### src/rtl/m8_frame_sequencer.sv
// M8 frame filler slot scheduler: paces word requests, walks the slot pointer, counts frames into groups.
// Define SEQ_FRAME_CNT_EN to build the completed-frame counter; otherwise frame_cnt is tied to zero.
module m8_frame_sequencer #(
  parameter int WORDS_PER_FRAME = 1024,
  parameter int GROUPS          = 32,
  parameter int CLK_PER_WORD    = 8
) (
  input  logic        reset,
  input  logic        clk,
  input  logic        start,
  input  logic        stop,
  input  logic        ser_ready,
  output logic        buf_get_word,
  output logic [9:0]  buf_rd_pointer,
  output logic [4:0]  cnt_grp,
  output logic        word_load,
  output logic        frame_start,
  output logic        group_start,
  output logic        busy,
  output logic        underrun,
  output logic [15:0] frame_cnt
);

  localparam int              DIV_W    = $clog2(CLK_PER_WORD);
  localparam logic [DIV_W-1:0] DIV_LAST = DIV_W'(CLK_PER_WORD - 1);
  localparam logic [9:0]      PTR_LAST = 10'(WORDS_PER_FRAME - 1);
  localparam logic [4:0]      GRP_LAST = 5'(GROUPS - 1);

  typedef enum logic [1:0] {
    IDLE,
    RUN,
    DRAIN
  } state_t;

  state_t           state_q;
  state_t           state_d;
  logic [DIV_W-1:0] div_q;
  logic [9:0]       ptr_q;
  logic [4:0]       grp_q;
  logic             word_load_q;
  logic             underrun_q;

  logic slot_due;
  logic issue;
  logic wrap;

  // NOTE: every signal assigned in always_comb gets a default first so no latch is inferred.
  always_comb begin
    state_d  = state_q;
    slot_due = (state_q != IDLE) && (div_q == DIV_LAST);
    issue    = slot_due && ser_ready;
    wrap     = issue && (ptr_q == PTR_LAST);

    unique case (state_q)
      IDLE:    if (start) state_d = RUN;
      RUN:     if (stop)  state_d = DRAIN;
      // A fresh start during the drain cancels the pending stop and wins over the frame end.
      DRAIN: begin
        if (start)     state_d = RUN;
        else if (wrap) state_d = IDLE;
      end
      default: state_d = IDLE;
    endcase
  end

  // NOTE: sequential state is updated with non-blocking assignments only, so every
  // flop samples the values that were present before the clock edge.
  always_ff @(posedge clk or negedge reset) begin
    if (!reset) begin
      state_q <= IDLE;
    end else begin
      state_q <= state_d;
    end
  end

  always_ff @(posedge clk or negedge reset) begin
    if (!reset) begin
      div_q       <= '0;
      ptr_q       <= '0;
      grp_q       <= '0;
      word_load_q <= 1'b0;
      underrun_q  <= 1'b0;
    end else begin
      // Filler has one cycle of latency from the get-word strobe to valid data.
      word_load_q <= issue;
      if (state_q == IDLE) begin
        div_q <= '0;
        if (start) begin
          ptr_q      <= '0;
          grp_q      <= '0;
          underrun_q <= 1'b0;
        end
      end else begin
        // The divider parks at terminal count while the serializer stalls a due slot.
        if (issue) begin
          div_q <= '0;
        end else if (!slot_due) begin
          div_q <= div_q + 1'b1;
        end

        if (slot_due && !ser_ready) begin
          underrun_q <= 1'b1;
        end

        if (issue) begin
          if (ptr_q == PTR_LAST) begin
            ptr_q <= '0;
            grp_q <= (grp_q == GRP_LAST) ? 5'd0 : grp_q + 5'd1;
          end else begin
            ptr_q <= ptr_q + 10'd1;
          end
        end
      end
    end
  end

`ifdef SEQ_FRAME_CNT_EN
  logic [15:0] frame_cnt_q;

  always_ff @(posedge clk or negedge reset) begin
    if (!reset) begin
      frame_cnt_q <= '0;
    end else if (wrap) begin
      frame_cnt_q <= frame_cnt_q + 16'd1;
    end
  end

  assign frame_cnt = frame_cnt_q;
`else
  assign frame_cnt = 16'd0;
`endif

  assign buf_get_word   = issue;
  assign buf_rd_pointer = ptr_q;
  assign cnt_grp        = grp_q;
  assign word_load      = word_load_q;
  assign frame_start    = issue && (ptr_q == 10'd0);
  assign group_start    = issue && (ptr_q == 10'd0) && (grp_q == 5'd0);
  assign busy           = (state_q != IDLE);
  assign underrun       = underrun_q;

endmodule

### config.mk
export PLATFORM = sky130hd
export DESIGN_NAME = m8_frame_sequencer
export DESIGN_NICKNAME = d
export VERILOG_FILES = /design/src/rtl/m8_frame_sequencer.sv
export SDC_FILE = /design/constraint.sdc
export NUM_CORES = 1
export LEC_CHECK = 0
export BUFFER_PORTS_ARGS = -buffer_cell sky130_fd_sc_hd__buf_2
export CAP_MARGIN = 5
export CORE_MARGIN = 5
export CORE_UTILIZATION = 32
export CTS_CLUSTER_DIAMETER = 40
export CTS_CLUSTER_SIZE = 40
export DETAILED_ROUTE_END_ITERATION = 6
export GPL_ROUTABILITY_DRIVEN = 0
export GPL_TIMING_DRIVEN = 0
export PLACE_DENSITY_LB_ADDON = 0.12
export SLEW_MARGIN = 20
export SYNTH_ARGS = -nofsm -noshare
export SYNTH_HDL_FRONTEND = slang
export SYNTH_SLANG_ARGS = --single-unit
### constraint.sdc
create_clock -name clk -period 2.3 [get_ports clk]
set_input_delay 0.23 -clock clk [delete_from_list [all_inputs] [get_ports clk]]
set_output_delay 0.23 -clock clk [all_outputs]
set_load 0.01 [all_outputs]
==> run summary <==
## Status
• finished, final reports clean — status

## Yosys
• 12.6% — Synth Area in Compound Gates
• 143 — cells after synthesis
• 2.38% — multiplexer area fraction after synthesis
• sky130_fd_sc_hd__dfrtp_1 — Synth area leader
• 6.40% — synthesized-area fraction occupied by adder cells
• 22 — synthesis-stage register bit count
• 40.3% — post-synth top area share
• 1370 um2 — netlist area before placement
• sky130_fd_sc_hd__dfrtp_1 (22), sky130_fd_sc_hd__buf_4 (17), sky130_fd_sc_hd__nor2_1 (16), sky130_fd_sc_hd__inv_1 (10), sky130_fd_sc_hd__ha_1 (7) — top post-synthesis cells by count
• 38 — count of unique library cells instantiated by Yosys
• 21.2% — fraction of the mapped netlist area in simple logic gates
• sky130_fd_sc_hd__dfrtp_1 — most frequently used cell type in the post-synthesis netlist
• 9.56 um2 — syn avg cell area
• 100% — asr flop ratio synth
• 40.3% — post-synthesis sequential area ratio
• 0 — Ys Warns
• simple AND/OR/NAND/NOR gates — combinational family with the most area after synthesis
• 0 — number of flops mapped to enable cells by yosys
• 4.48% — XOR/XNOR share of the synthesized area
• sky130_fd_sc_hd__dfrtp_1 (40%), sky130_fd_sc_hd__buf_4 (9.3%), sky130_fd_sc_hd__ha_1 (6.4%) — ranking of synthesized cells by area
• sky130_fd_sc_hd__dfrtp_1 — most common flop cell mapped by yosys

## Timing
• 0 — final hold vios
• 0 — final count of negative-setup-slack endpoints
• 0.00102 ns — clk_skew
• 64.8% — normalized max-slew margin
• 92.2% — share of the clock period used by the worst path after layout
• 2.12 ns — final critical delay including setup and external delays
• 0.180 ns — final worst-path setup slack
• 0.528 ns — slew at the pin closest to its max-slew limit
• false — RSZ-0062 raised after global routing
• 0 — Slew Viols, Final
• 472 MHz — timing-limited maximum frequency
• 0 ns — Total Neg Setup Slack

## Setup path
• 1.89 ns — data arrival time of the critical path
• output port — kind of end point of the critical path
• reg2out — category of the critical setup timing path
• div_q[0] — timing startpoint of the critical path
• flop — Worst setup SP type
• cnt_grp[0] — worst flop-to-flop path startpoint
• 5 — CP max FO
• 2.07 ns — required time at the endpoint of the critical path

## Power
• 0.353 mV — largest voltage drop on the vdd net
• 0.876 nW — static leakage
• 700 nW/um2 — Power Dens Cells

## Global routing
• 5140 um — first-pass GRT wire length
• 1,071 — via count of the first global-routing pass
• 0 — total gr overflow
• 0 — number of antenna violations at the first check in global routing
• 23 — maximum number of pins on one net before global-route repair
• 11.7% — all-layer global routing usage

## Placement
• 0.226 ns — worst-case setup slack after placement
• 25 — I/O Buffers
• 1610 um2 — instance area at placement
• 2410 um — estimated wirelength of the detail-placed design

## Worst hold path
• start — min-delay src
• in2reg — HP Class

## CTS
• 0.26 ns — source-to-sink clock delay at the later pin of the worst-skew pair
• 3 — Inserted Clock Buffers
• 1 — Max H-tree Level
• 2 — maximum buffer depth of the clock tree
• 22 — count of clock tree sinks
• yes — TritonCTS clock tree
• 0.08 ns — Clk pin slew, worst setup/hold paths
• sky130_fd_sc_hd__clkbuf_8 — buffer cell driving the clock tree root

## Drt
• 60 — Starting DRT DRC Count
• 0 — drc violations
• 4 — 1st-pass router iterations
• 4.71 — via/cell ratio
• 0 — ANT nets after route
• 1,120 — detailed-route via count
• 3140 um — Post-Route WL
• 13.2 um — average wire per cell in the routed design

## Floorplan
• 5680 um2 — area enclosed by the die boundary
• 42 — top-level I/O count
• 4060 um2 — core area
• 33.7% — starting density of the core
• 23 — total number of placement rows
• 75.4 um — chip height
• 75.4 um — Die X-Extent

## Layout
• 399 — final-layout fill cell count
• 0 — number of antenna diodes
• 201 — Post-layout nets
• 29.3% — fraction of layout instances using a drive strength above 1
• 1690 um2 — Final Instance Area
• 23.2% — Synth-to-Final Area Change

## Flow run
• 0 — number of maximum-capacitance violations

[layout by cell type (no fill, tap or decap), types with 6 or more instances in the layout]
| cell | Yosys | final |
|---|---|---|
| sky130_fd_sc_hd__nor2_1 | 16 | 16 |
| sky130_fd_sc_hd__buf_4 | 17 | 17 |
| sky130_fd_sc_hd__buf_2 | 0 | 25 |
| sky130_fd_sc_hd__ha_1 | 7 | 7 |
| sky130_fd_sc_hd__conb_1 | 1 | 16 |
| sky130_fd_sc_hd__o21ai_0 | 6 | 6 |
| sky130_fd_sc_hd__dfrtp_1 | 22 | 22 |
| sky130_fd_sc_hd__inv_1 | 10 | 10 |
| sky130_fd_sc_hd__a21oi_1 | 6 | 6 |
[worst max-delay path, stage by stage, from the launching register on]
cell and delay [ns]:
sky130_fd_sc_hd__dfrtp_1 0.37, sky130_fd_sc_hd__ha_1 0.16, sky130_fd_sc_hd__ha_1 0.28, sky130_fd_sc_hd__o211ai_4 0.16
sky130_fd_sc_hd__nor2_1 0.14, sky130_fd_sc_hd__and3_1 0.20, sky130_fd_sc_hd__and4_1 0.18, sky130_fd_sc_hd__buf_2 0.13
[final cells by class]
class	instances	area [um2]	share of cell area, %
multi-input combinational	108	713	42.3
tap	50	62.6	3.71
clock buffer	4	55.1	3.27
buffer	17	128	7.57
sequential	22	551	32.7
inverter	11	41.3	2.45
timing repair buffer	26	135	8.02
[stage by stage]
step           hold slack, ns  std cells  total power, mW  util [%]
2_1_floorplan         -0.0656        158            0.779         -
3_3_place_gp            0.230        233            0.884      39.7
3_5_place_dp            0.241        233            0.902      39.7
4_1_cts                 0.205        238             1.19      41.3
5_1_grt                 0.223        238             1.27      41.5
6_report                0.208        238             1.18      41.5
[metal layers]
| layer | track usage [%] | vias up | share of wire [%] |
|---|---|---|---|
| li1 | - | 562 | - |
| met5 | 0 | - | 0 |
| met4 | 4.08 | 0 | 0.51 |
| met2 | 18.3 | 35 | 45 |
| met3 | 2.64 | 2 | 7.8 |
| met1 | 16.0 | 521 | 46 |
[report_power, final]
part	internal [mW]	total, mW	switching, mW	leakage (nW)
Sequential	0.455	0.536	0.0814	0.287
Clock	0.153	0.284	0.132	0.0288
Combinational	0.163	0.358	0.195	0.560
Total	0.771	1.18	0.408	0.876
[path summary, 6_finish.rpt]
check | slack, ns | depth (start not counted) | end
min in group asynchronous | 0.48 | 2 | cnt_grp[1]
hold / removal | 0.21 | 2 | underrun
setup reg to reg | 0.20 | 6 | cnt_grp[3]
setup / recovery | 0.18 | 7 | group_start
max in group asynchronous | 1.47 | 2 | cnt_grp[0]
hold reg to reg | 0.54 | 2 | div_q[2]
[logic make-up (layout without fill, tap and decap cells)]
group / Yosys count / in the layout
and+or+nand+nor: 51 / 51
buffers and inverters: 28 / 58
AOI/OAI and AO/OA: 24 / 24
DFF: 22 / 22
adders and majority gates: 7 / 7
xor gates and xnor gates: 7 / 7
muxes: 3 / 3
other: 1 / 16
[timing repair]
action / 4_1_cts / 5_1_grt
buffers inserted: 0 / 0
hold endpoints to repair: 22 / 0
gates resized for setup: 0 / 1
setup endpoints to repair: 0 / 1
hold buffers: 1 / 0
[state kept, by name, indices dropped and copies added (netlist names)]
register,cells
buf_rd_pointer,10
cnt_grp,5
div_q,3
state_q,2
underrun,1
word_load,1
No activity file was read; power rests on OpenSTA's default activity.
